`config.mk`:
```
export PLATFORM = sky130hd
export DESIGN_NAME = multi_stride_detector
export DESIGN_NICKNAME = d
export VERILOG_FILES = /design/src/rtl/multi_stride_detector.sv
export SDC_FILE = /design/constraint.sdc
export NUM_CORES = 1
export LEC_CHECK = 0
export ABC_AREA = 1
export CORE_MARGIN = 3
export CORE_UTILIZATION = 35
export CTS_BUF_LIST = sky130_fd_sc_hd__clkbuf_4
export CTS_CLUSTER_SIZE = 25
export DETAILED_ROUTE_END_ITERATION = 6
export PLACE_DENSITY = 0.55
export SYNTH_ARGS = -nofsm -noshare
export SYNTH_HDL_FRONTEND = slang
export SYNTH_SLANG_ARGS = --single-unit
```
`constraint.sdc`:
```
create_clock -name clk -period 9.94 [get_ports clk]
set_input_delay 1.988 -clock clk [delete_from_list [all_inputs] [get_ports clk]]
set_output_delay 1.988 -clock clk [all_outputs]
set_load 0.05 [all_outputs]
```
`src/rtl/multi_stride_detector.sv`:
```
// rtl/multi_stride_detector.sv - per-ID stride prefetcher snooping an AXI read-address channel
//
// Learns a constant address stride per AXI ID from snooped demand reads and
// issues prefetch requests ahead of each trained stream.
//
// Ports:
//   clk, resetN          clock, asynchronous active-low reset
//   en                   global enable (freezes training and new grants when low)
//   s_ar_valid/ready     snooped demand handshake; s_ar_addr / s_ar_id demand payload
//   pf_valid/pf_ready    prefetch request handshake; pf_addr/pf_id/pf_stream payload
//   flush_valid          one-cycle pulse when an ACTIVE entry breaks stride or is evicted
//   flush_stream         entry index for flush_valid
//   bar, limit           legal prefetch window [bar, limit)
//   crs_conf_thresh      training confidence threshold
//   crs_pf_depth         max outstanding prefetches per entry
module multi_stride_detector #(
  parameter int ADDR_BITS   = 16,
  parameter int LOG_STREAMS = 2,
  parameter int TID_WIDTH   = 8,
  parameter int CONF_WIDTH  = 3,
  parameter int DEPTH_WIDTH = 3
) (
  input  logic                   clk,
  input  logic                   resetN,
  input  logic                   en,
  input  logic                   s_ar_valid,
  input  logic                   s_ar_ready,
  input  logic [ADDR_BITS-1:0]   s_ar_addr,
  input  logic [TID_WIDTH-1:0]   s_ar_id,
  output logic                   pf_valid,
  input  logic                   pf_ready,
  output logic [ADDR_BITS-1:0]   pf_addr,
  output logic [TID_WIDTH-1:0]   pf_id,
  output logic [LOG_STREAMS-1:0] pf_stream,
  output logic                   flush_valid,
  output logic [LOG_STREAMS-1:0] flush_stream,
  input  logic [ADDR_BITS-1:0]   bar,
  input  logic [ADDR_BITS-1:0]   limit,
  input  logic [CONF_WIDTH-1:0]  crs_conf_thresh,
  input  logic [DEPTH_WIDTH-1:0] crs_pf_depth
);

  localparam int NUM_STREAMS = 1 << LOG_STREAMS;

  typedef enum logic [1:0] {ST_IDLE, ST_TRAIN, ST_ACTIVE} state_t;

  state_t                 st_q     [NUM_STREAMS];
  logic [TID_WIDTH-1:0]   id_q     [NUM_STREAMS];
  logic [ADDR_BITS-1:0]   last_q   [NUM_STREAMS];
  logic [ADDR_BITS-1:0]   stride_q [NUM_STREAMS];
  logic [ADDR_BITS-1:0]   next_q   [NUM_STREAMS];
  logic [CONF_WIDTH-1:0]  conf_q   [NUM_STREAMS];
  logic [DEPTH_WIDTH-1:0] issued_q [NUM_STREAMS];

  logic [LOG_STREAMS-1:0] victim_q;
  logic [LOG_STREAMS-1:0] last_gnt_q;
  logic [LOG_STREAMS-1:0] gnt_idx_q;
  // Cleared when the granted entry is retrained or reallocated while its
  // request is outstanding, so the eventual handshake does not touch it.
  logic                   gnt_live_q;

  // Demand lookup
  logic                   dem;
  logic                   hit;
  logic [LOG_STREAMS-1:0] hit_idx;
  logic                   idle_found;
  logic [LOG_STREAMS-1:0] idle_idx;
  logic [LOG_STREAMS-1:0] tgt_idx;
  logic                   use_victim;
  logic [ADDR_BITS-1:0]   delta;
  logic                   match;
  logic [CONF_WIDTH-1:0]  conf_inc;
  logic                   activate;
  logic                   retrain;
  logic                   flush_set;

  always_comb begin
    hit        = 1'b0;
    hit_idx    = '0;
    idle_found = 1'b0;
    idle_idx   = '0;
    for (int i = 0; i < NUM_STREAMS; i++) begin
      if (st_q[i] != ST_IDLE && id_q[i] == s_ar_id && !hit) begin
        hit     = 1'b1;
        hit_idx = LOG_STREAMS'(i);
      end
      if (st_q[i] == ST_IDLE && !idle_found) begin
        idle_found = 1'b1;
        idle_idx   = LOG_STREAMS'(i);
      end
    end
  end

  assign dem        = en && s_ar_valid && s_ar_ready;
  assign tgt_idx    = hit ? hit_idx : (idle_found ? idle_idx : victim_q);
  assign use_victim = dem && !hit && !idle_found;
  assign delta      = s_ar_addr - last_q[tgt_idx];
  assign match      = hit && (delta == stride_q[tgt_idx]) && (delta != '0);
  assign conf_inc   = (conf_q[tgt_idx] == '1) ? conf_q[tgt_idx]
                                              : conf_q[tgt_idx] + CONF_WIDTH'(1);
  // The access that established the stride counts as its first observation,
  // so the number of consistent deltas seen is conf + 1.
  assign activate   = match && (st_q[tgt_idx] == ST_TRAIN) &&
                      (({1'b0, conf_inc} + (CONF_WIDTH+1)'(1)) >= {1'b0, crs_conf_thresh});
  // Allocation or stride break wipes the entry's training and prefetch state.
  assign retrain    = dem && !match;
  // An idle allocation target is never ACTIVE, so this only fires on stride
  // break or victim eviction of an ACTIVE entry.
  assign flush_set  = retrain && (st_q[tgt_idx] == ST_ACTIVE);

  // Prefetch arbitration
  logic [NUM_STREAMS-1:0] elig;
  logic                   hs;
  logic                   pf_inc;
  logic                   gnt;
  logic [LOG_STREAMS-1:0] gnt_idx;
  logic [LOG_STREAMS-1:0] arb_cand;

  always_comb begin
    for (int i = 0; i < NUM_STREAMS; i++) begin
      elig[i] = (st_q[i] == ST_ACTIVE) && (issued_q[i] < crs_pf_depth) &&
                (next_q[i] >= bar) && (next_q[i] < limit);
    end
  end

  always_comb begin
    gnt      = 1'b0;
    gnt_idx  = '0;
    arb_cand = '0;
    // Search starts one past the last grant; the final step wraps back to it.
    for (int k = 1; k <= NUM_STREAMS; k++) begin
      arb_cand = last_gnt_q + LOG_STREAMS'(k);
      if (elig[arb_cand] && !gnt) begin
        gnt     = 1'b1;
        gnt_idx = arb_cand;
      end
    end
    // Only one request is ever outstanding; a new grant waits for the slot.
    if (!en || pf_valid) begin
      gnt = 1'b0;
    end
  end

  assign hs     = pf_valid && pf_ready;
  assign pf_inc = hs && gnt_live_q;

  // Per-entry update strobes
  logic [NUM_STREAMS-1:0] sel_dem;
  logic [NUM_STREAMS-1:0] sel_clr;
  logic [NUM_STREAMS-1:0] sel_inc;
  logic [NUM_STREAMS-1:0] sel_dec;

  always_comb begin
    for (int i = 0; i < NUM_STREAMS; i++) begin
      sel_dem[i] = dem && (tgt_idx == LOG_STREAMS'(i));
      sel_clr[i] = retrain && (tgt_idx == LOG_STREAMS'(i));
      sel_inc[i] = pf_inc && (gnt_idx_q == LOG_STREAMS'(i));
      sel_dec[i] = sel_dem[i] && match && (st_q[i] == ST_ACTIVE);
    end
  end

  always_ff @(posedge clk or negedge resetN) begin
    if (!resetN) begin
      for (int i = 0; i < NUM_STREAMS; i++) begin
        st_q[i]     <= ST_IDLE;
        id_q[i]     <= '0;
        last_q[i]   <= '0;
        stride_q[i] <= '0;
        next_q[i]   <= '0;
        conf_q[i]   <= '0;
        issued_q[i] <= '0;
      end
    end else begin
      for (int i = 0; i < NUM_STREAMS; i++) begin
        if (sel_dem[i]) begin
          last_q[i] <= s_ar_addr;
          if (!hit) begin
            st_q[i]     <= ST_TRAIN;
            id_q[i]     <= s_ar_id;
            stride_q[i] <= '0;
            conf_q[i]   <= '0;
          end else if (!match) begin
            st_q[i]     <= ST_TRAIN;
            stride_q[i] <= delta;
            conf_q[i]   <= '0;
          end else begin
            conf_q[i] <= conf_inc;
            if (activate) begin
              st_q[i] <= ST_ACTIVE;
            end
          end
        end

        if (sel_dem[i] && activate) begin
          next_q[i] <= s_ar_addr + stride_q[i];
        end else if (sel_inc[i] && !sel_clr[i]) begin
          next_q[i] <= next_q[i] + stride_q[i];
        end

        // Demand consumption and prefetch issue on the same cycle cancel out.
        if (sel_clr[i]) begin
          issued_q[i] <= '0;
        end else if (sel_inc[i] && !sel_dec[i]) begin
          if (issued_q[i] != '1) issued_q[i] <= issued_q[i] + DEPTH_WIDTH'(1);
        end else if (sel_dec[i] && !sel_inc[i]) begin
          if (issued_q[i] != '0) issued_q[i] <= issued_q[i] - DEPTH_WIDTH'(1);
        end
      end
    end
  end

  always_ff @(posedge clk or negedge resetN) begin
    if (!resetN) begin
      victim_q     <= '0;
      last_gnt_q   <= '0;
      gnt_idx_q    <= '0;
      gnt_live_q   <= 1'b0;
      pf_valid     <= 1'b0;
      pf_addr      <= '0;
      pf_id        <= '0;
      pf_stream    <= '0;
      flush_valid  <= 1'b0;
      flush_stream <= '0;
    end else begin
      if (use_victim) begin
        victim_q <= victim_q + LOG_STREAMS'(1);
      end

      flush_valid <= flush_set;
      if (flush_set) begin
        flush_stream <= tgt_idx;
      end

      if (gnt) begin
        pf_valid   <= 1'b1;
        pf_addr    <= next_q[gnt_idx];
        pf_id      <= id_q[gnt_idx];
        pf_stream  <= gnt_idx;
        gnt_idx_q  <= gnt_idx;
        last_gnt_q <= gnt_idx;
        gnt_live_q <= !(retrain && tgt_idx == gnt_idx);
      end else begin
        if (hs) begin
          pf_valid <= 1'b0;
        end
        if (retrain && tgt_idx == gnt_idx_q) begin
          gnt_live_q <= 1'b0;
        end
      end
    end
  end

endmodule

```
==> out/metrics.cfg <==
[worst_setup_path]
end_kind = flip-flop
path_class = primary input to flip-flop
cp_top_family = simple AND/OR/NAND/NOR gates
crit_arrival_ns = 9.79
slowest_delay_ns = 0.56
setup.worst_path.start_class = primary input
crit_top_cell = nand2_1
critPathMaxFanout = 19
cpMaxStageDelayCell = clkdlybuf4s50_1
cp.required_ns = 10.64
path_buf_inv = 5

[logic_synthesis]
async_reset_ff_share_pct = 100
yosysUniqueCellTypes = 51
synth-xor-area-share_pct = 3.31
synth_edf_count = 0
synth.yosys.warnings = 0
yosysTopAreaCell = dfrtp_1
synth_top_family_by_area = simple AND/OR/NAND/NOR gates
synth-simple-area-share_pct = 23.4
ys_seq_area_share_pct = 34.1
synth_compound_area_share_pct = 16.6
synthMuxAreaShare_pct = 0.0944
ys_seq_elements = 289
netlist_instances = 2937
syn-cell-area_um2 = 21200
synth.avg_cell_area_um2 = 7.22
synth_top_area_share_pct = 34.1
synthTopCellsByArea = dfrtp_1 (34%), nand2_1 (15%), ha_1 (13%), o21ai_0 (8.5%), inv_1 (6.5%)
synthAdderAreaFrac_pct = 13.8
ys.flop_type = dfrtp_1
synth_nets = 3232

[drt]
drtAntennaViolNets = 0
drt-pass1-iter-count = 5
initialDrtViolationCount = 1674
viasPerCell = 5.22
wirelength_mm = 70.7
drc = 0
via_count = 20300
post_drt_wl_per_cell_um = 18.1

[floorplan]
rows = 89
die_w_um = 252
ios = 98
core_area_um2 = 59500
dieArea_um2 = 63600
initial_utilization_pct = 35.7
die_h_um = 252

[clocking]
cts_buffers = 85
hold_buffers = 0
htreeDepth = 3
cts_max_path_buffers = 3
cts-root-buf = clkbuf_4
cts_tree = yes
cts_num_sinks = 289
cts.clk_slew.worst_paths_ns = 0.06
clock_latency_ns = 0.81

[timing]
max_freq_mhz = 110
relSlewSlack_pct = 24.5
drv_slew = 0
setup_viol = 0
worst_pin_slew_ns = 1.13
rsz0062_at_grt = no
period_needed_ns = 9.09
period_share_pct = 91.4
holdWs_ns = 0.479
timing_hold_violations_final = 0
setup_ws_ns = 0.850
clock_skew_ns = 0.0588

[placed_design]
port-buffer-count = 97
dp_hpwl_mm = 54.0
gp_congestion = 0.900
place_ws_ns = -0.142

[global_routing]
grt.overflow.total = 0
grt_max_degree = 123
grt_util_all_layers_pct = 22.3
antenna_found_initial = 4
grt_pass1_wl_mm = 111
grt_pass1_vias = 20100

[finish]
num-nets-final = 3360
drive_above_1_share_pct = 6.76
area_growth_pct = 13.8
final_core_util_pct = 40.6

[flow_run]
maxCapViolCount = 0

[run_status]
status = finished clean

[min_path]
min_path_type = flip-flop to flip-flop

[routing by layer]
layer	global-route usage (%)	vias to the layer above	share of wire, %
met3	4.74	114	7.7
met4	7.73	0	2.7
met2	34.1	629	43
met5	0	-	0
met1	31.3	9615	47
li1	-	9968	-
[worst min-delay path, cell delays in order, from the launching register on]
cell and delay (ns):
dfrtp_1 0.34, nand2_1 0.05, o21ai_0 0.06
[per-stage QoR]
stage / area [µm²] / setup TNS, ns / std cells
2_1_floorplan: 21200 / 0 / 2937
3_3_place_gp: 23000 / 0 / 3751
3_5_place_dp: 23000 / -0.160 / 3751
4_1_cts: 24100 / 0 / 3892
5_1_grt: 24100 / 0 / 3895
6_report: 24100 / 0 / 3895
[sequential cells by signal, summed over array words and instances (netlist names)]
signal,count
pf_id,8
conf_q,12
pf_valid,1
pf_addr,16
next_q,64
id_q,32
last_q,64
flush_valid,1
flush_stream,2
gnt_live_q,1
gnt_idx_q,2
victim_q,2
stride_q,64
issued_q,12
st_q,8
[worst paths after layout]
kind / startpoint / end / slack [ns] / depth (start not counted)
max: s_ar_id[3] / next_q[14]$_DFFE_PN0P_ / 0.85 / 47
min: last_q[35]$_DFFE_PN0P_ / last_q[35]$_DFFE_PN0P_ / 0.48 / 2
max reg2reg: st_q[4]$_DFFE_PN0P_ / next_q[14]$_DFFE_PN0P_ / 2.16 / 48
min reg2reg: last_q[35]$_DFFE_PN0P_ / last_q[35]$_DFFE_PN0P_ / 0.48 / 2
max in group asynchronous: resetN / last_q[16]$_DFFE_PN0P_ / 7.10 / 2
min in group asynchronous: resetN / gnt_live_q$_DFFE_PN0P_ / 1.31 / 1
[cells by family after synthesis]
group / count (synthesis)
simple gates: 1209
xor+xnor: 80
flops: 289
buf+inv: 476
fa+ha+maj: 227
compound gates: 654
mux: 2
[cells in the mapped netlist (21+ instances only)]
cell type	n
nand2_1	824
inv_1	368
o21ai_0	360
dfrtp_1	289
ha_1	217
a21oi_1	168
nand3_1	165
nor2_1	142
xor2_1	66
clkbuf_1	63
nand4_1	29
buf_2	23
a31oi_1	21
[timing repair]
item,4_1_cts,5_1_grt
setup endpoints to repair,0,4
endpoints found under the hold margin,0,0
resized for setup,0,4
buffers inserted,0,0
[cell type report]
cell class                 count  area [µm²]
multi-input combinational   2172       12200
tap                          773         967
antenna                        3        7.51
clock inverter                22         168
clock buffer                 119         893
fill                        6245       35300
timing repair buffer         132        1240
inverter                     385        1450
sequential                   289        7230
[layout by cell type (no fill, tap or decap), drive strengths merged, types with 66 or more instances in the layout]
master           n
inv            382
dfrtp          289
a21oi          169
clkbuf         119
ha             217
clkdlybuf4s50   96
nand2          829
nand3          168
xor2            66
o21ai          383
nor2           151
Power is left out: the tool's default activity adds up to more than one toggle a clock period on the data nets, which glitch-free logic cannot reach.
